`config.mk`:
```
export PLATFORM = sky130hd
export DESIGN_NAME = mult_arb
export DESIGN_NICKNAME = d
export VERILOG_FILES = /design/src/rtl/mult_arb_pkg.sv /design/src/rtl/rr_arb2.sv /design/src/rtl/mult_arb.sv
export SDC_FILE = /design/constraint.sdc
export NUM_CORES = 1
export LEC_CHECK = 0
export ABC_AREA = 1
export CAP_MARGIN = 20
export CORE_UTILIZATION = 44
export CTS_CLUSTER_SIZE = 10
export DETAILED_ROUTE_END_ITERATION = 10
export PLACE_DENSITY_LB_ADDON = 0.2
export RECOVER_POWER = 50
export SYNTH_ARGS = -nofsm -noshare
export SYNTH_HDL_FRONTEND = slang
export SYNTH_HIERARCHICAL = 1
export SYNTH_SLANG_ARGS = --single-unit
export TNS_END_PERCENT = 10
```
`constraint.sdc`:
```
create_clock -name clk -period 2.5 [get_ports clk]
set_input_delay 0.375 -clock clk [delete_from_list [all_inputs] [get_ports clk]]
set_output_delay 0.375 -clock clk [all_outputs]
set_load 0.02 [all_outputs]
```
`src/rtl/mult_arb_pkg.sv`:
```
// Shared definitions for the two-requester multiplier arbiter: state encoding,
// requester indices and default parameter values.
package mult_arb_pkg;

  localparam int W_DEF        = 4;
  localparam int INIT_CYC_DEF = 2;
  localparam int TIMEOUT_DEF  = 64;

  localparam logic REQ0 = 1'b0;
  localparam logic REQ1 = 1'b1;

  typedef enum logic [1:0] {
    IDLE  = 2'd0,
    START = 2'd1,
    WAIT  = 2'd2,
    RESP  = 2'd3
  } state_t;

endpackage

```
`src/rtl/rr_arb2.sv`:
```
// Two-way round-robin grant. ptr_r names the requester that wins the next tie;
// it moves to the other requester whenever a grant is taken.
module rr_arb2
  import mult_arb_pkg::*;
(
  input  logic clk,
  input  logic rst,
  input  logic en,
  input  logic req0,
  input  logic req1,
  output logic gnt_vld,
  output logic gnt_idx
);

  logic ptr_r;

  // Grant selection: a lone request wins outright, a tie goes to ptr_r
  always_comb begin
    gnt_vld = en & (req0 | req1);
    if (req0 & req1) begin
      gnt_idx = ptr_r;
    end else if (req1) begin
      gnt_idx = REQ1;
    end else begin
      gnt_idx = REQ0;
    end
  end

  // Tie-break pointer, advanced on every taken grant
  always_ff @(posedge clk or posedge rst) begin
    if (rst) begin
      ptr_r <= REQ0;
    end else if (gnt_vld) begin
      ptr_r <= ~gnt_idx;
    end else begin
      ptr_r <= ptr_r;
    end
  end

endmodule

```
`src/rtl/mult_arb.sv`:
```
// Shares one shift-add multiplier core between two requesters: arbitrates,
// sequences the core init/done handshake, and returns the product with an ack.
module mult_arb
  import mult_arb_pkg::*;
#(
  parameter int W        = W_DEF,
  parameter int INIT_CYC = INIT_CYC_DEF,
  parameter int TIMEOUT  = TIMEOUT_DEF
) (
  input  logic           clk,
  input  logic           rst,
  input  logic           req0,
  input  logic [W-1:0]   a0,
  input  logic [W-1:0]   b0,
  output logic           ack0,
  input  logic           req1,
  input  logic [W-1:0]   a1,
  input  logic [W-1:0]   b1,
  output logic           ack1,
  output logic [2*W-1:0] res,
  output logic           err,
  output logic           busy,
  output logic           core_init,
  output logic [W-1:0]   core_a,
  output logic [W-1:0]   core_b,
  input  logic           core_done,
  input  logic [2*W-1:0] core_pp
);

  localparam int            TW     = $clog2(TIMEOUT);
  localparam logic [TW-1:0] T_LAST = TW'(TIMEOUT - 1);
  localparam logic [TW-1:0] T_MAX  = {TW{1'b1}};
  localparam logic [2:0]    I_LAST = 3'(INIT_CYC - 1);

  state_t         state_r, state_s;
  logic [TW-1:0]  timer_r, timer_s;
  logic [2:0]     icnt_r, icnt_s;
  logic           win_r, win_s;
  logic [W-1:0]   core_a_r, core_a_s;
  logic [W-1:0]   core_b_r, core_b_s;
  logic [2*W-1:0] res_r, res_s;
  logic           err_r, err_s;
  logic           init_r, init_s;
  logic           ack0_r, ack0_s;
  logic           ack1_r, ack1_s;
  logic           busy_r, busy_s;
  logic           arb_en_s;
  logic           gnt_vld_s;
  logic           gnt_idx_s;

  assign arb_en_s = (state_r == IDLE);

  rr_arb2 u_arb (
    .clk     (clk),
    .rst     (rst),
    .en      (arb_en_s),
    .req0    (req0),
    .req1    (req1),
    .gnt_vld (gnt_vld_s),
    .gnt_idx (gnt_idx_s)
  );

  // Next-state and next-output logic; outputs are computed one cycle early
  always_comb begin
    state_s  = state_r;
    timer_s  = timer_r;
    icnt_s   = icnt_r;
    win_s    = win_r;
    core_a_s = core_a_r;
    core_b_s = core_b_r;
    res_s    = res_r;
    err_s    = err_r;
    init_s   = 1'b0;
    case (state_r)
      IDLE: begin
        if (gnt_vld_s) begin
          state_s  = START;
          win_s    = gnt_idx_s;
          core_a_s = (gnt_idx_s == REQ1) ? a1 : a0;
          core_b_s = (gnt_idx_s == REQ1) ? b1 : b0;
          timer_s  = {TW{1'b0}};
          icnt_s   = 3'd0;
          init_s   = 1'b1;
        end else begin
          state_s = IDLE;
        end
      end
      // core_done is deliberately not looked at here: it may still be the
      // previous operation's flag
      START: begin
        if (icnt_r == I_LAST) begin
          state_s = WAIT;
          init_s  = 1'b0;
        end else begin
          icnt_s = icnt_r + 3'd1;
          init_s = 1'b1;
        end
      end
      WAIT: begin
        if (core_done) begin
          res_s   = core_pp;
          err_s   = 1'b0;
          state_s = RESP;
        end else if (timer_r == T_LAST) begin
          res_s   = {(2*W){1'b0}};
          err_s   = 1'b1;
          state_s = RESP;
        end else begin
          timer_s = (timer_r == T_MAX) ? timer_r : timer_r + TW'(1);
        end
      end
      RESP: begin
        state_s = IDLE;
      end
      default: begin
        state_s = IDLE;
      end
    endcase
    busy_s = (state_s != IDLE);
    ack0_s = (state_s == RESP) && (win_s == REQ0);
    ack1_s = (state_s == RESP) && (win_s == REQ1);
  end

  // State and registered outputs
  always_ff @(posedge clk or posedge rst) begin
    if (rst) begin
      state_r  <= IDLE;
      timer_r  <= {TW{1'b0}};
      icnt_r   <= 3'd0;
      win_r    <= REQ0;
      core_a_r <= {W{1'b0}};
      core_b_r <= {W{1'b0}};
      res_r    <= {(2*W){1'b0}};
      err_r    <= 1'b0;
      init_r   <= 1'b0;
      ack0_r   <= 1'b0;
      ack1_r   <= 1'b0;
      busy_r   <= 1'b0;
    end else begin
      state_r  <= state_s;
      timer_r  <= timer_s;
      icnt_r   <= icnt_s;
      win_r    <= win_s;
      core_a_r <= core_a_s;
      core_b_r <= core_b_s;
      res_r    <= res_s;
      err_r    <= err_s;
      init_r   <= init_s;
      ack0_r   <= ack0_s;
      ack1_r   <= ack1_s;
      busy_r   <= busy_s;
    end
  end

  assign ack0      = ack0_r;
  assign ack1      = ack1_r;
  assign res       = res_r;
  assign err       = err_r;
  assign busy      = busy_r;
  assign core_init = init_r;
  assign core_a    = core_a_r;
  assign core_b    = core_b_r;

endmodule
```
==> reports/summary.txt, run 1 <==
outcome: completed
drt drc: 0
CP Cell Sequence: clkdlybuf4s50_1
final max-slew violation count: 0
PwrDens: 1070 nW/um2
Routed WL per cell: 10.9 um
WP data arrival: 1.32 ns
post-synthesis cell type count: 22
Setup Skew: 0.0175 ns
#FFs+latches synth: 34
crit path launch type: register
hpwl dp: 2.42 mm
fin crit share: 68.0%
CP Max Fanout: 2
achievable frequency: 0.588 GHz
FILL cells: 297
number of max-cap violations: 0
Initial DRC Count: 70
Setup violations, final: 0
gr ovfl total: 0
hold-fix buffers at CTS: 0
YS warnings: 6
Starting Density: 46.8%
clock root buffer: clkbuf_4
clk sinks: 34
GPL Wtd Cong: 0.781
syn avg cell area: 8.37 um2
CORE AREA: 3420 um2
share of cells above drive strength 1: 6.07%
R2R depth: 8
GRT Util Overall: 18.8%
endpoint of the worst register-to-register path: timer_r[3]
dpl ws: 0.716 ns
max_slew headroom: 47.0%
row cnt: 21
routed vias: 1344
Die Area: 3880 um2
static leakage: 1.06 nW
clock slew at reported path FFs: 0.11 ns
Max Buffers Root-to-Sink: 2
mapped cell area: 1600 um2
post-synthesis sequential area ratio: 53.2%
Hold Slack: 0.354 ns
Final TNS setup: 0 ns
Peak VDD IR: 0.000565 V
die height: 62.3 um
reg2reg start: timer_r[0]
most frequent cells in the layout: 74 x nand2_1, 48 x clkdlybuf4s50_1, 34 x dfrtp_1, 21 x inv_1, 18 x nor2_1
area of the multi-input gates: 627 um2
commonest non-fill, non-tap cell in the layout: nand2_1
Area Overhead vs Synth: 37.3%
Tmin final: 1.70 ns
initial antenna violation count: 0
Clk Latency, worst-skew pair: 0.34 ns
H-tree levels: 2
Syn Inst Count: 191
final setup margin: 0.800 ns
Ant. Diodes: 0
Worst path max stage delay: 0.61 ns
Final Hold Vio Count: 0
RSZ-0062 raised after global routing: false
Die W: 62.3 um
Sequential Area: 851 um2
Setup crit end kind: primary output
CTS tree: built
hold crit path type: in -> async
slowest stage cell on the critical path: clkdlybuf4s50_1
Port Buffers: 49
final WL: 3.18 mm
NumNets Final: 278
Worst R2R Setup Slack: 0.89 ns
Post-CTS Setup Bufs: 0
CTS Buf Count: 5
Net Count, Synth: 223
Bufs and invs on worst path: 1
antenna viol nets, final: 0
Detailed Routing Iterations Pass 1: 4
first-pass GRT wire length: 5.67 mm
pin count of the biggest net entering global routing: 17
Crit path max-delay family: buffers and inverters
critical path data required time: 2.12 ns
CTS-repair resized insts: 0
Tightest Pin Transition: 0.795 ns
vias in the first global route: 1320
io pins: 50
CP Depth: 1
routed vias/inst: 4.59
CP Class: reg -> out
area by class of cell:
cell class	instances	area share, %
Tap cell	46	2.62
Inverter	23	3.99
Timing Repair Buffer	51	22.7
Sequential cell	34	38.7
Multi-Input combinational cell	131	28.5
Clock buffer	7	2.05
Clock inverter	1	1.37
synth_stat cells:
cell	instances	area [um2]
nor2_4	2	22.5
nand4_1	1	6.26
ha_1	3	37.5
a21oi_1	2	10.0
nand3b_1	2	15.0
dfrtp_1	34	851
inv_2	3	11.3
nand3_1	6	30.0
a31oi_1	8	50.1
inv_1	19	71.3
nor2_2	2	12.5
o21ai_0	8	40.0
o21ai_2	1	8.76
nand2_2	3	18.8
nand3_2	1	10.0
clkinv_2	1	5.00
buf_6	2	22.5
xor2_1	2	17.5
clkbuf_1	1	3.75
a31oi_4	1	21.3
nand2_1	73	274
nor2_1	16	60.1
through the flow:
stage | cells | utilization (%) | instance area (um2) | total power, mW
global route | 293 | 64.3 | 2200 | 2.54
CTS | 293 | 64.7 | 2210 | 2.38
global placement | 285 | 62.5 | 2140 | 1.97
detailed placement | 285 | 62.5 | 2140 | 1.98
floorplan | 191 | - | 1600 | 1.54
finish | 293 | 64.3 | 2200 | 2.35
per-layer routing:
layer	track usage (%)	wire length, um
met1	23.1	1410
met2	30.1	1470
met5	0	0
met3	7.17	261
met4	6.40	36
worst max-delay path by stage:
| stage | startpoint | end | slack (ns) |
|---|---|---|---|
| 4_1_cts | core_b[2] | core_b[2] | 0.79 |
| 2_1_floorplan | state_r[0] | ack1 | 1.16 |
| 3_3_place_gp | req0 | ack1 | 0.71 |
| 5_1_grt | state_r[0] | ack1 | 0.63 |
| 3_5_place_dp | req0 | core_b[2] | 0.72 |
| 6_report | core_b[2] | core_b[2] | 0.80 |
state kept, by name (all words and copies together), names as in the netlist:
| name | flops |
|---|---|
| core_init | 1 |
| u_arb/ptr_r | 1 |
| win_r | 1 |
| res | 8 |
| timer_r | 6 |
| ack1 | 1 |
| icnt_r | 3 |
| ack0 | 1 |
| err | 1 |
| core_b | 4 |
| busy | 1 |
| state_r | 2 |
| core_a | 4 |
cells by family after synthesis:
kind of cell / Yosys count / share of synthesized area (%)
xor gates and xnor gates: 2 / 1.10
AOI/OAI and AO/OA: 20 / 8.14
adders and majority gates: 3 / 2.35
DFF: 34 / 53.2
and+or+nand+nor: 106 / 28.1
buffers and inverters: 26 / 7.12
report_power, final:
| part | internal (mW) | total (mW) | switching, mW |
|---|---|---|---|
| Clock | 0.212 | 0.389 | 0.177 |
| Sequential | 0.759 | 0.880 | 0.121 |
| Combinational | 0.461 | 1.08 | 0.616 |
| Total | 1.43 | 2.35 | 0.914 |
Power figures use the tool's default switching activity.
==> run 2, diff against run 1 <==
--- a/config.mk
+++ b/config.mk
@@ -7,7 +7,7 @@
 export LEC_CHECK = 0
 export ABC_AREA = 1
 export CAP_MARGIN = 20
-export CORE_UTILIZATION = 44
+export CORE_UTILIZATION = 41
 export CTS_CLUSTER_SIZE = 10
 export DETAILED_ROUTE_END_ITERATION = 10
 export PLACE_DENSITY_LB_ADDON = 0.2
==> constraint.sdc (replaced) <==
create_clock -name clk -period 1.5 [get_ports clk]
set_input_delay 0.225 -clock clk [delete_from_list [all_inputs] [get_ports clk]]
set_output_delay 0.225 -clock clk [all_outputs]
set_load 0.02 [all_outputs]
==> run 2 against run 1 <==
Effect of this change: clock power grew 73%; clock-buffer cell count is the same; setup slack lost 0.75 ns; cell area grew 4.0%; critical path type unchanged; largest cell class unchanged.
==> reports/summary.txt, run 2 (synthesis gave the netlist of run 1 again) <==
outcome: completed
Tightest Pin Transition: 0.783 ns
gr ovfl total: 0
Crit path max-delay family: buffers and inverters
crit path from: ack0
Largest register FFs: 8
reg2reg start: timer_r[0]
GRT Util Overall: 18.1%
hold-fix buffers at CTS: 0
Tmin final: 1.45 ns
final WL: 3.22 mm
Max Buffers Root-to-Sink: 2
Design Area, Final: 2280 um2
max_slew headroom: 47.8%
vias in the first global route: 1295
Die W: 64.5 um
most frequent cells in the layout: 73 x nand2_1, 34 x dfrtp_1, 31 x clkdlybuf4s50_1, 19 x inv_1, 15 x nor2_1
Setup Skew: 0.00735 ns
Port Buffers: 49
clock root buffer: clkbuf_8
crit path launch type: register
CP Class: reg -> out
slowest stage cell on the critical path: clkdlybuf4s50_1
Post-CTS Setup Bufs: 0
number of max-cap violations: 0
io pins: 50
CTS tree: built
clock slew at reported path FFs: 0.06 ns
GPL Wtd Cong: 0.801
Bufs and invs on worst path: 1
CP Cell Sequence: clkdlybuf4s50_1
CTS-repair resized insts: 0
Detailed Routing Iterations Pass 1: 4
drt drc: 0
FILL cells: 349
critical path data required time: 1.27 ns
first-pass GRT wire length: 5.64 mm
clk sinks: 34
CTS Buf Count: 5
RSZ-0062 raised after global routing: false
commonest non-fill, non-tap cell in the layout: nand2_1
share of cells above drive strength 1: 12.5%
hold crit path type: in -> async
Die Area: 4150 um2
Worst path max stage delay: 0.61 ns
Setup crit end kind: primary output
Clk Latency, worst-skew pair: 0.28 ns
antenna viol nets, final: 0
pin count of the biggest net entering global routing: 34
final max-slew violation count: 0
Setup violations, final: 0
Area Overhead vs Synth: 42.9%
post-place instance area: 2220 um2
Initial DRC Count: 41
row cnt: 22
CORE AREA: 3690 um2
die height: 64.5 um
Peak VDD IR: 0.000974 V
NumNets Final: 286
Routed WL per cell: 10.6 um
static leakage: 1.20 nW
CP Max Fanout: 1
Final Hold Vio Count: 0
achievable frequency: 0.692 GHz
hpwl dp: 2.39 mm
initial antenna violation count: 0
Starting Density: 43.4%
PwrDens: 1710 nW/um2
Ant. Diodes: 0
WP data arrival: 1.22 ns
Pwr Total: 3.91 mW
H-tree levels: 2
fin crit share: 96.4%
routed vias: 1382
routed vias/inst: 4.56
[run 2: final cells by class]
class	instances	area [um2]	area share, %
inverters	23	87.6	3.83
repair buffers	59	548	24.0
well taps	48	60.1	2.63
flip-flops and latches	34	851	37.2
multi-input cells	131	647	28.3
clock buffers	7	86.3	3.78
clock inverters	1	5.00	0.219
[run 2: per-layer routing]
layer | GRT usage [%] | routed length, um | vias to the layer above
met5 | 0 | 0 | -
met2 | 29.3 | 1560 | 35
li1 | - | - | 720
met4 | 7.50 | 48 | 0
met3 | 7.22 | 187 | 4
met1 | 21.4 | 1430 | 623
[run 2: report_power, final]
group          leakage [nW]  total [mW]  internal (mW)  switching (mW)
clock                0.0482       0.674          0.370           0.305
combinational         0.724        1.79          0.721            1.07
sequential            0.426        1.45           1.27           0.180
[run 2: path summary, 6_finish.rpt]
path                          endpoint  slack [ns]  cells after the start
min in group clk                res[4]        0.47                      2
setup reg to reg            timer_r[0]        0.11                      8
hold reg to reg                 res[4]        0.47                      2
max in group asynchronous         busy        0.36                      3
hold / removal             u_arb/ptr_r        0.24                      2
setup / recovery                  ack0        0.05                      1
[run 2: through the flow]
step	setup TNS, ns	cells	worst slack [ns]	util, %	hold slack, ns
final	0	303	0.0543	61.9	0.244
after global routing	0	303	0.0124	61.9	0.244
after CTS	0	303	0.00405	62.8	0.105
after detailed placement	-0.196	295	-0.0488	60.3	0.413
after global placement	0	295	0.00176	60.3	0.413
after floorplan	0	191	0.161	-	-0.0463
